**config.mk**
```make
export PLATFORM = sky130hd
export DESIGN_NAME = crc_error_monitor
export DESIGN_NICKNAME = d
export VERILOG_FILES = /design/src/rtl/crc_mon_pkg.sv /design/src/rtl/crc_mon_sync_filter.sv /design/src/rtl/crc_error_monitor.sv
export SDC_FILE = /design/constraint.sdc
export NUM_CORES = 1
export LEC_CHECK = 0
export BUFFER_PORTS_ARGS = -buffer_cell sky130_fd_sc_hd__clkbuf_2
export CAP_MARGIN = 25
export CORE_MARGIN = 3
export CORE_UTILIZATION = 53
export DETAILED_ROUTE_END_ITERATION = 7
export PLACE_DENSITY = 0.76
export SLEW_MARGIN = 20
export SYNTH_ARGS = -nofsm -noshare
export SYNTH_HDL_FRONTEND = slang
export SYNTH_HIERARCHICAL = 1
export SYNTH_SLANG_ARGS = --single-unit
export TNS_END_PERCENT = 30
```
**constraint.sdc**
```tcl
create_clock -name CLK -period 1.85 [get_ports CLK]
set_input_delay 0.185 -clock CLK [delete_from_list [all_inputs] [get_ports CLK]]
set_output_delay 0.185 -clock CLK [all_outputs]
set_load 0.01 [all_outputs]
```
**src/rtl/crc_mon_pkg.sv**
```systemverilog
// Shared definitions for the CRC error monitor: filter state encoding and
// synchroniser depth.
package crc_mon_pkg;

   localparam int SYNC_STAGES = 2;

   typedef enum logic [1:0] {
      IDLE    = 2'd0,   // qualified level 0, nothing pending
      QUAL_HI = 2'd1,   // qualified level 0, counting high samples
      ACTIVE  = 2'd2,   // qualified level 1, stable
      QUAL_LO = 2'd3    // qualified level 1, counting low samples
   } filt_state_t;

endpackage

```
**src/rtl/crc_mon_sync_filter.sv**
```systemverilog
// Two-flop synchroniser on the raw CRC error level followed by a run-length
// glitch filter. Produces the qualified level and a one-cycle pulse on each
// fresh qualification (entry to ACTIVE from the low side only).
module crc_mon_sync_filter
   import crc_mon_pkg::*;
#(
   parameter int FILTER_LEN = 4
) (
   input  logic clk,
   input  logic rst_n,
   input  logic raw,
   output logic level,
   output logic evt
);

   localparam int FCW = $clog2(FILTER_LEN + 1);
   localparam logic [FCW-1:0] THRESH = FCW'(FILTER_LEN);

   logic [SYNC_STAGES-1:0] sync_reg;
   logic                   sync_out;
   filt_state_t            state_reg, state_next;
   logic [FCW-1:0]         fcnt_reg, fcnt_next;
   logic                   hit;

   assign sync_out = sync_reg[SYNC_STAGES-1];
   // fcnt is cleared on reaching the threshold, so the increment never wraps
   assign hit      = (fcnt_reg + FCW'(1)) == THRESH;

   // Shift the asynchronous level through the synchroniser chain
   always_ff @(posedge clk or negedge rst_n) begin
      if (!rst_n) sync_reg <= '0;
      else        sync_reg <= {sync_reg[SYNC_STAGES-2:0], raw};
   end

   // Next-state logic: the level flips only after FILTER_LEN equal samples
   always_comb begin
      state_next = state_reg;
      fcnt_next  = fcnt_reg;
      case (state_reg)
         IDLE: begin
            if (sync_out) begin
               if (FILTER_LEN == 1) begin
                  state_next = ACTIVE;
               end else begin
                  state_next = QUAL_HI;
                  fcnt_next  = FCW'(1);
               end
            end
         end
         QUAL_HI: begin
            if (!sync_out) begin
               state_next = IDLE;
               fcnt_next  = '0;
            end else if (hit) begin
               state_next = ACTIVE;
               fcnt_next  = '0;
            end else begin
               fcnt_next  = fcnt_reg + FCW'(1);
            end
         end
         ACTIVE: begin
            if (!sync_out) begin
               if (FILTER_LEN == 1) begin
                  state_next = IDLE;
               end else begin
                  state_next = QUAL_LO;
                  fcnt_next  = FCW'(1);
               end
            end
         end
         QUAL_LO: begin
            if (sync_out) begin
               state_next = ACTIVE;
               fcnt_next  = '0;
            end else if (hit) begin
               state_next = IDLE;
               fcnt_next  = '0;
            end else begin
               fcnt_next  = fcnt_reg + FCW'(1);
            end
         end
         default: begin
            state_next = IDLE;
            fcnt_next  = '0;
         end
      endcase
   end

   // State, counter and registered outputs; re-entry from QUAL_LO is not an event
   always_ff @(posedge clk or negedge rst_n) begin
      if (!rst_n) begin
         state_reg <= IDLE;
         fcnt_reg  <= '0;
         level     <= 1'b0;
         evt       <= 1'b0;
      end else begin
         state_reg <= state_next;
         fcnt_reg  <= fcnt_next;
         level     <= (state_next == ACTIVE) || (state_next == QUAL_LO);
         evt       <= (state_next == ACTIVE) &&
                      ((state_reg == IDLE) || (state_reg == QUAL_HI));
      end
   end

endmodule

```
**src/rtl/crc_error_monitor.sv**
```systemverilog
// Consumer of the CRC checker's error flag: filtered level, saturating count
// of qualified error events and a level interrupt cleared by acknowledge.
module crc_error_monitor
   import crc_mon_pkg::*;
#(
   parameter int FILTER_LEN = 4,
   parameter int CNT_WIDTH  = 8
) (
   input  logic                 CLK,
   input  logic                 RSTN,
   input  logic                 CRCERROR,
   input  logic                 INTERRUPT_ACK,
   input  logic                 CLEAR_COUNT,
   output logic                 INTERRUPT,
   output logic                 CRC_ERROR_ACTIVE,
   output logic [CNT_WIDTH-1:0] ERROR_COUNT,
   output logic                 COUNT_SAT
);

   localparam logic [CNT_WIDTH-1:0] CNT_MAX = {CNT_WIDTH{1'b1}};

   logic                 evt;
   logic [CNT_WIDTH-1:0] count_next;

   crc_mon_sync_filter #(
      .FILTER_LEN (FILTER_LEN)
   ) u_filter (
      .clk   (CLK),
      .rst_n (RSTN),
      .raw   (CRCERROR),
      .level (CRC_ERROR_ACTIVE),
      .evt   (evt)
   );

   // Counter update: an event coinciding with a clear restarts the count at one
   always_comb begin
      count_next = ERROR_COUNT;
      if (evt) begin
         if (CLEAR_COUNT)                count_next = {{(CNT_WIDTH-1){1'b0}}, 1'b1};
         else if (ERROR_COUNT != CNT_MAX) count_next = ERROR_COUNT + 1'b1;
      end else if (CLEAR_COUNT) begin
         count_next = '0;
      end
   end

   // Count, saturation flag and interrupt; a new event beats a same-cycle acknowledge
   always_ff @(posedge CLK or negedge RSTN) begin
      if (!RSTN) begin
         ERROR_COUNT <= '0;
         COUNT_SAT   <= 1'b0;
         INTERRUPT   <= 1'b0;
      end else begin
         ERROR_COUNT <= count_next;
         COUNT_SAT   <= (count_next == CNT_MAX);
         if (evt)                INTERRUPT <= 1'b1;
         else if (INTERRUPT_ACK) INTERRUPT <= 1'b0;
      end
   end

endmodule

```
# [Yosys cells after proc, flatten, opt, wreduce, memory -nomap -nowiden]
# Index checks and enable logic that the tools add are counted.
[totals] word_cells=45 inputBits=5 register_bits=19 out_inout_bits=11
[classes] n_reduce_logical=6 n_eq_ne=10 add_sub_neg=2 n_mux=19
[op_table] operator="8-bit 2-to-1 mux" n=4
[op_table] operator="3-bit 2-to-1 mux" n=5
[op_table] operator="2-bit 2-to-1 mux" n=6
[op_table] operator="3-bit case mux with 4 select lines" n=1
[op_table] operator="8-bit by 1-bit adder with 8-bit output, second input constant" n=1
[op_table] operator="2-bit == test, second input constant" n=4
[op_table] operator="8-bit == test, second input constant" n=1
[op_table] operator="8-bit != test, second input constant" n=1
[op_table] operator="2-bit case mux with 4 select lines" n=1
[op_table] operator="3-bit by 1-bit adder with 3-bit output, second input constant" n=1
[op_table] operator="3-bit == test, second input constant" n=1
[op_table] operator="2-bit by 1-bit == test with 1-bit output, second input constant" n=1
[op_table] operator="2-bit logical NOT" n=1
[op_table] operator="1-bit logical OR" n=2
[op_table] operator="1-bit 2-to-1 mux" n=2
[op_table] operator="2-bit by 1-bit != test with 1-bit output, second input constant" n=1
[op_table] operator="2-bit != test, second input constant" n=1
[op_table] operator="2-bit AND reduction" n=1
[op_table] operator="2-bit nonzero test" n=1
[op_table] operator="1-bit logical AND" n=1

# [Longest topological paths before layout]
[depth] word_depth=7 depth_mapped=5 ltp_nobuf=5

# [Modules after synthesis]
# Netlist, hierarchy kept.
[by_module_without_submodules] module="crc_error_monitor" seq_area_each_um2=250.2 cells_each=59 area_per_inst_um2=578.1 instances=1
[by_module_without_submodules] module="crc_mon_sync_filter" seq_area_each_um2=200.2 cells_each=25 area_per_inst_um2=346.6 instances=1

# [Worst setup path before layout]
# No wires, ideal clock.
[synth_timing] path_kind="register to register" from="reg ERROR_COUNT[0]" to="reg COUNT_SAT" setup_ps=122 t_required_ps=1728 slack_ps=392 path_buffers=0 synth_period_minus_slack_ps=1458 path_stages_with_launch=6 arrival_ps=1336 cell_sequence="dfrtp_1 -> ha_1 -> and3_1 -> nand3_1 -> o221a_1 -> o2111a_1"
[synth_between] elab_chain_cells=5 elab_cells_between_ends=7 classes_between="add/sub: 1; eq/ne: 2; mux: 4"
[synth_lines] element="start, declared" line="crc_error_monitor.sv:16" rtl="output logic [CNT_WIDTH-1:0] ERROR_COUNT,"
[synth_lines] element="start signal, assigned" line="crc_error_monitor.sv:53" rtl="ERROR_COUNT <= count_next;"
[synth_lines] element="8-bit by 1-bit adder with 8-bit output / 8-bit != test (equally long branches)" line="crc_error_monitor.sv:40" rtl="else if (ERROR_COUNT != CNT_MAX) count_next = ERROR_COUNT + 1'b1;"
[synth_lines] element="8-bit 2-to-1 mux" line="crc_error_monitor.sv:40"
[synth_lines] element="8-bit 2-to-1 mux" line="crc_error_monitor.sv:39" rtl="if (CLEAR_COUNT) count_next = {{(CNT_WIDTH-1){1'b0}}, 1'b1};"
[synth_lines] element="8-bit 2-to-1 mux (*)" line="crc_error_monitor.sv:38" rtl="if (evt) begin"
[synth_lines] element="8-bit == test (*)" line="crc_error_monitor.sv:54" rtl="COUNT_SAT <= (count_next == CNT_MAX);"
[synth_lines] element="end signal, assigned" line="crc_error_monitor.sv:54"
[synth_lines] element="end, declared" line="crc_error_monitor.sv:17" rtl="output logic COUNT_SAT"
# Every way passes the cells marked *; elsewhere a longest branch is shown, timed or not.
# A chain may end at the register's enable or synchronous reset.

# [Worst setup path after layout]
[layout_timing] from="reg u_filter.fcnt_reg[0]" to="reg u_filter.level"
[layout_between] elab_chain_cells=7 elab_cells_between_ends=10 classes_between="add/sub: 1; eq/ne: 3; mux: 5; reduce/logical: 1"
[layout_lines] element="start, declared" line="crc_mon_sync_filter.sv:22" rtl="logic [FCW-1:0] fcnt_reg, fcnt_next;"
[layout_lines] element="start signal, assigned" line="crc_mon_sync_filter.sv:98" rtl="fcnt_reg <= fcnt_next;"
[layout_lines] element="3-bit by 1-bit adder with 3-bit output (*)" line="crc_mon_sync_filter.sv:27" rtl="assign hit = (fcnt_reg + FCW'(1)) == THRESH;"
[layout_lines] element="3-bit == test (*)" line="crc_mon_sync_filter.sv:27"
[layout_lines] element="2-bit 2-to-1 mux (on tied branches)" line="crc_mon_sync_filter.sv:75, crc_mon_sync_filter.sv:54"
[layout_lines] element="2-bit 2-to-1 mux (on tied branches)" line="crc_mon_sync_filter.sv:72, crc_mon_sync_filter.sv:51"
[layout_lines] element="2-bit case mux with 4 select lines (*)" line="crc_mon_sync_filter.sv:39" rtl="case (state_reg)"
[layout_lines] element="net u_filter.state_next[1]" line="crc_mon_sync_filter.sv:21" rtl="filt_state_t state_reg, state_next;"
[layout_lines] element="2-bit == test" line="crc_mon_sync_filter.sv:99" rtl="level <= (state_next == ACTIVE) || (state_next == QUAL_LO);"
[layout_lines] element="1-bit logical OR (*)" line="crc_mon_sync_filter.sv:99"
[layout_lines] element="end signal, assigned" line="crc_mon_sync_filter.sv:99"
[layout_lines] element="end, declared" line="crc_mon_sync_filter.sv:12" rtl="output logic level,"
# Mark *: on every way through the listed nets, which the timed path passes. The rest lies on a longest branch.

==> out/results.txt <==
CTS tree: yes
DRT iter0 DRCs: 6
r2r startpoint: u_filter/fcnt_reg[0]
register area share after synthesis: 48.7%
crit path from: u_filter/fcnt_reg[0]
Util after Layout: 68.3%
Post-synth EDFFs: 0
Layout area overhead: 16.4%
largest net degree at the start of global routing: 19
Die W: 47.8 um
HP Class: primary input to register
unrepaired setup endpoints after global routing: false
CP Max Fanout: 3
clk_skew: 4.35 ps
largest family of logic cells by synthesized area: simple AND/OR/NAND/NOR gates
first-pass GRT wire length: 2860 um
RePlAce Congestion: 0.786
Syn Nets: 92
die height: 47.8 um
hold_sp: INTERRUPT_ACK
Setup CP Type: register to register
mux share of post-synthesis cell area: 3.38%
Clock Sinks: 18
non-filler cells, final: 121
Nets: 114
critical path arrival: 1810 ps
antenna diode count: 0
Rel. slew slack: 71.0%
setup_tns: 0 ps
fin crit period: 1630 ps
H-tree depth: 1
remaining antenna violation count: 0
Leakage: 0.552 nW
WL/cell: 14.6 um
Cell Rows: 14
ys flop type: dfrtp_1
Ports: 16
DP Cell Count: 115
max FFs per register: 8
CTS Root Cell: clkbuf_4
Max Cap Violations: 0
total track usage: 18.0%
Post-Synth Simple-Gate Area: 22.6%
antenna violations before repair: 0
#FFs+latches synth: 18
Post-Synth XOR/XNOR Area: 1.76%
First-pass DRT Iterations: 4
final-layout fill cell count: 131
synth warn: 6
number of port buffers: 15
number of CTS-inserted buffers: 3
vias: 730
ys async rst share: 100%
post-synthesis adder-cell area fraction: 4.06%
maximum VDD drop: 0.621 mV
grt ovf: 0
Post-DP Area: 1020 um2
clock latency on the worst-skew pair: 280 ps
maximum clock path buffer count: 2
via/cell ratio: 6.03
Slew Viols, Final: 0
# setup viols final: 0
synth unique cells: 40
Mapped Area: 925 um2
P per Cell Area: 782 nW/um2
vias in the first global route: 656
final design area excluding fillers: 1080 um2
layout cell share with drive strength beyond 1: 26.7%
Critical Path Source Type: register
final wirelength: 1770 um
Final Cycle Share: 88.3%
Fmax: 612 MHz
initial cell density of the core: 58.7%
Worst-Margin Slew: 435 ps
status: finished, final reports clean
Core ar.: 1580 um2
WP data required: 2020 ps
synthesized area per cell: 11.0 um2
compound-gate portion of the synthesized area: 17.9%
die area: 2280 um2
hpwl dp: 1300 um
Syn Inst Count: 84
clock slew seen by the registers of the worst setup and hold paths: 100 ps
Fin. Hold Viols: 0
crit end category: register
DRC Markers: 0
-- critical path: stages (launching register included) --
cell,delay [ps]
dfrtp_1,420
ha_1,250
nand2b_1,180
a21oi_1,300
mux2_1,360
-- synthesized netlist by cell type, types with 2 or more instances --
cell / count / area [um2]
inv_1: 4 / 15.0
ha_1: 3 / 37.5
and3_1: 2 / 12.5
nand3_1: 3 / 15.0
a21oi_1: 6 / 30.0
nor2_1: 7 / 26.3
nand2_1: 6 / 22.5
mux2i_1: 2 / 20.0
o21ai_0: 3 / 15.0
dfrtp_1: 18 / 450
-- worst paths after layout --
path	slack, ps	end	cells past startpoint
setup reg to reg	220	u_filter/level	4
hold / removal	140	INTERRUPT	3
setup / recovery	220	u_filter/level	4
hold reg to reg	370	u_filter/sync_reg[1]	0
min in group asynchronous	360	ERROR_COUNT[7]	2
max in group asynchronous	1190	u_filter/fcnt_reg[1]	2
-- per-stage QoR --
step	hold WS, ps	worst slack [ps]	total power, W
after floorplan	-111	392	0.000571
after global placement	148	309	0.000604
after detailed placement	155	277	0.000612
after CTS	139	227	0.000850
after global routing	144	160	0.000895
final	143	217	0.000841
-- timing repair --
action                    in CTS  in global routing
buffers inserted               0                  0
hold endpoints to repair      19                  0
resized for setup              0                  0
hold buffers                   2                  0
-- placed cells by master, fill, tap and decap left out, drive strengths merged, types with 3 or more instances in the layout --
cell	netlist	layout
ha	3	3
a21oi	6	6
dfrtp	18	18
inv	4	4
nand3	3	3
o21ai	5	5
clkbuf	0	19
nor2	8	8
nand2	6	6
-- routing by layer --
metal	global-route usage (%)	share of wire [%]
met1	25.9	50
met2	27.7	43
met3	3.38	5.7
met4	4.84	0.68
met5	0	0
-- cell families after synthesis --
| family | after synthesis |
|---|---|
| XOR/XNOR | 1 |
| buffers and inverters | 4 |
| flip-flops | 18 |
| adder cells (fa/ha/maj) | 3 |
| multiplexers | 3 |
| AND/OR/NAND/NOR | 33 |
| AO/OA/AOI/OAI | 22 |
-- cell type report --
cell class / instances / area, um2 / share of cell area, %
clock buffers: 4 / 36.3 / 3.37
inverters: 4 / 15.0 / 1.40
multi-input cells: 62 / 459 / 42.7
flip-flops and latches: 18 / 450 / 41.9
well taps: 16 / 20.0 / 1.86
repair buffers: 17 / 95.1 / 8.84
-- where the power goes --
group          internal, W  leakage [nW]  switching, W
Sequential        0.000434         0.241     0.0000401
Combinational    0.0000633         0.290     0.0000688
Clock             0.000120        0.0210      0.000116
Total             0.000617         0.552      0.000224
Note: power is estimated with default switching activity, not from simulation.
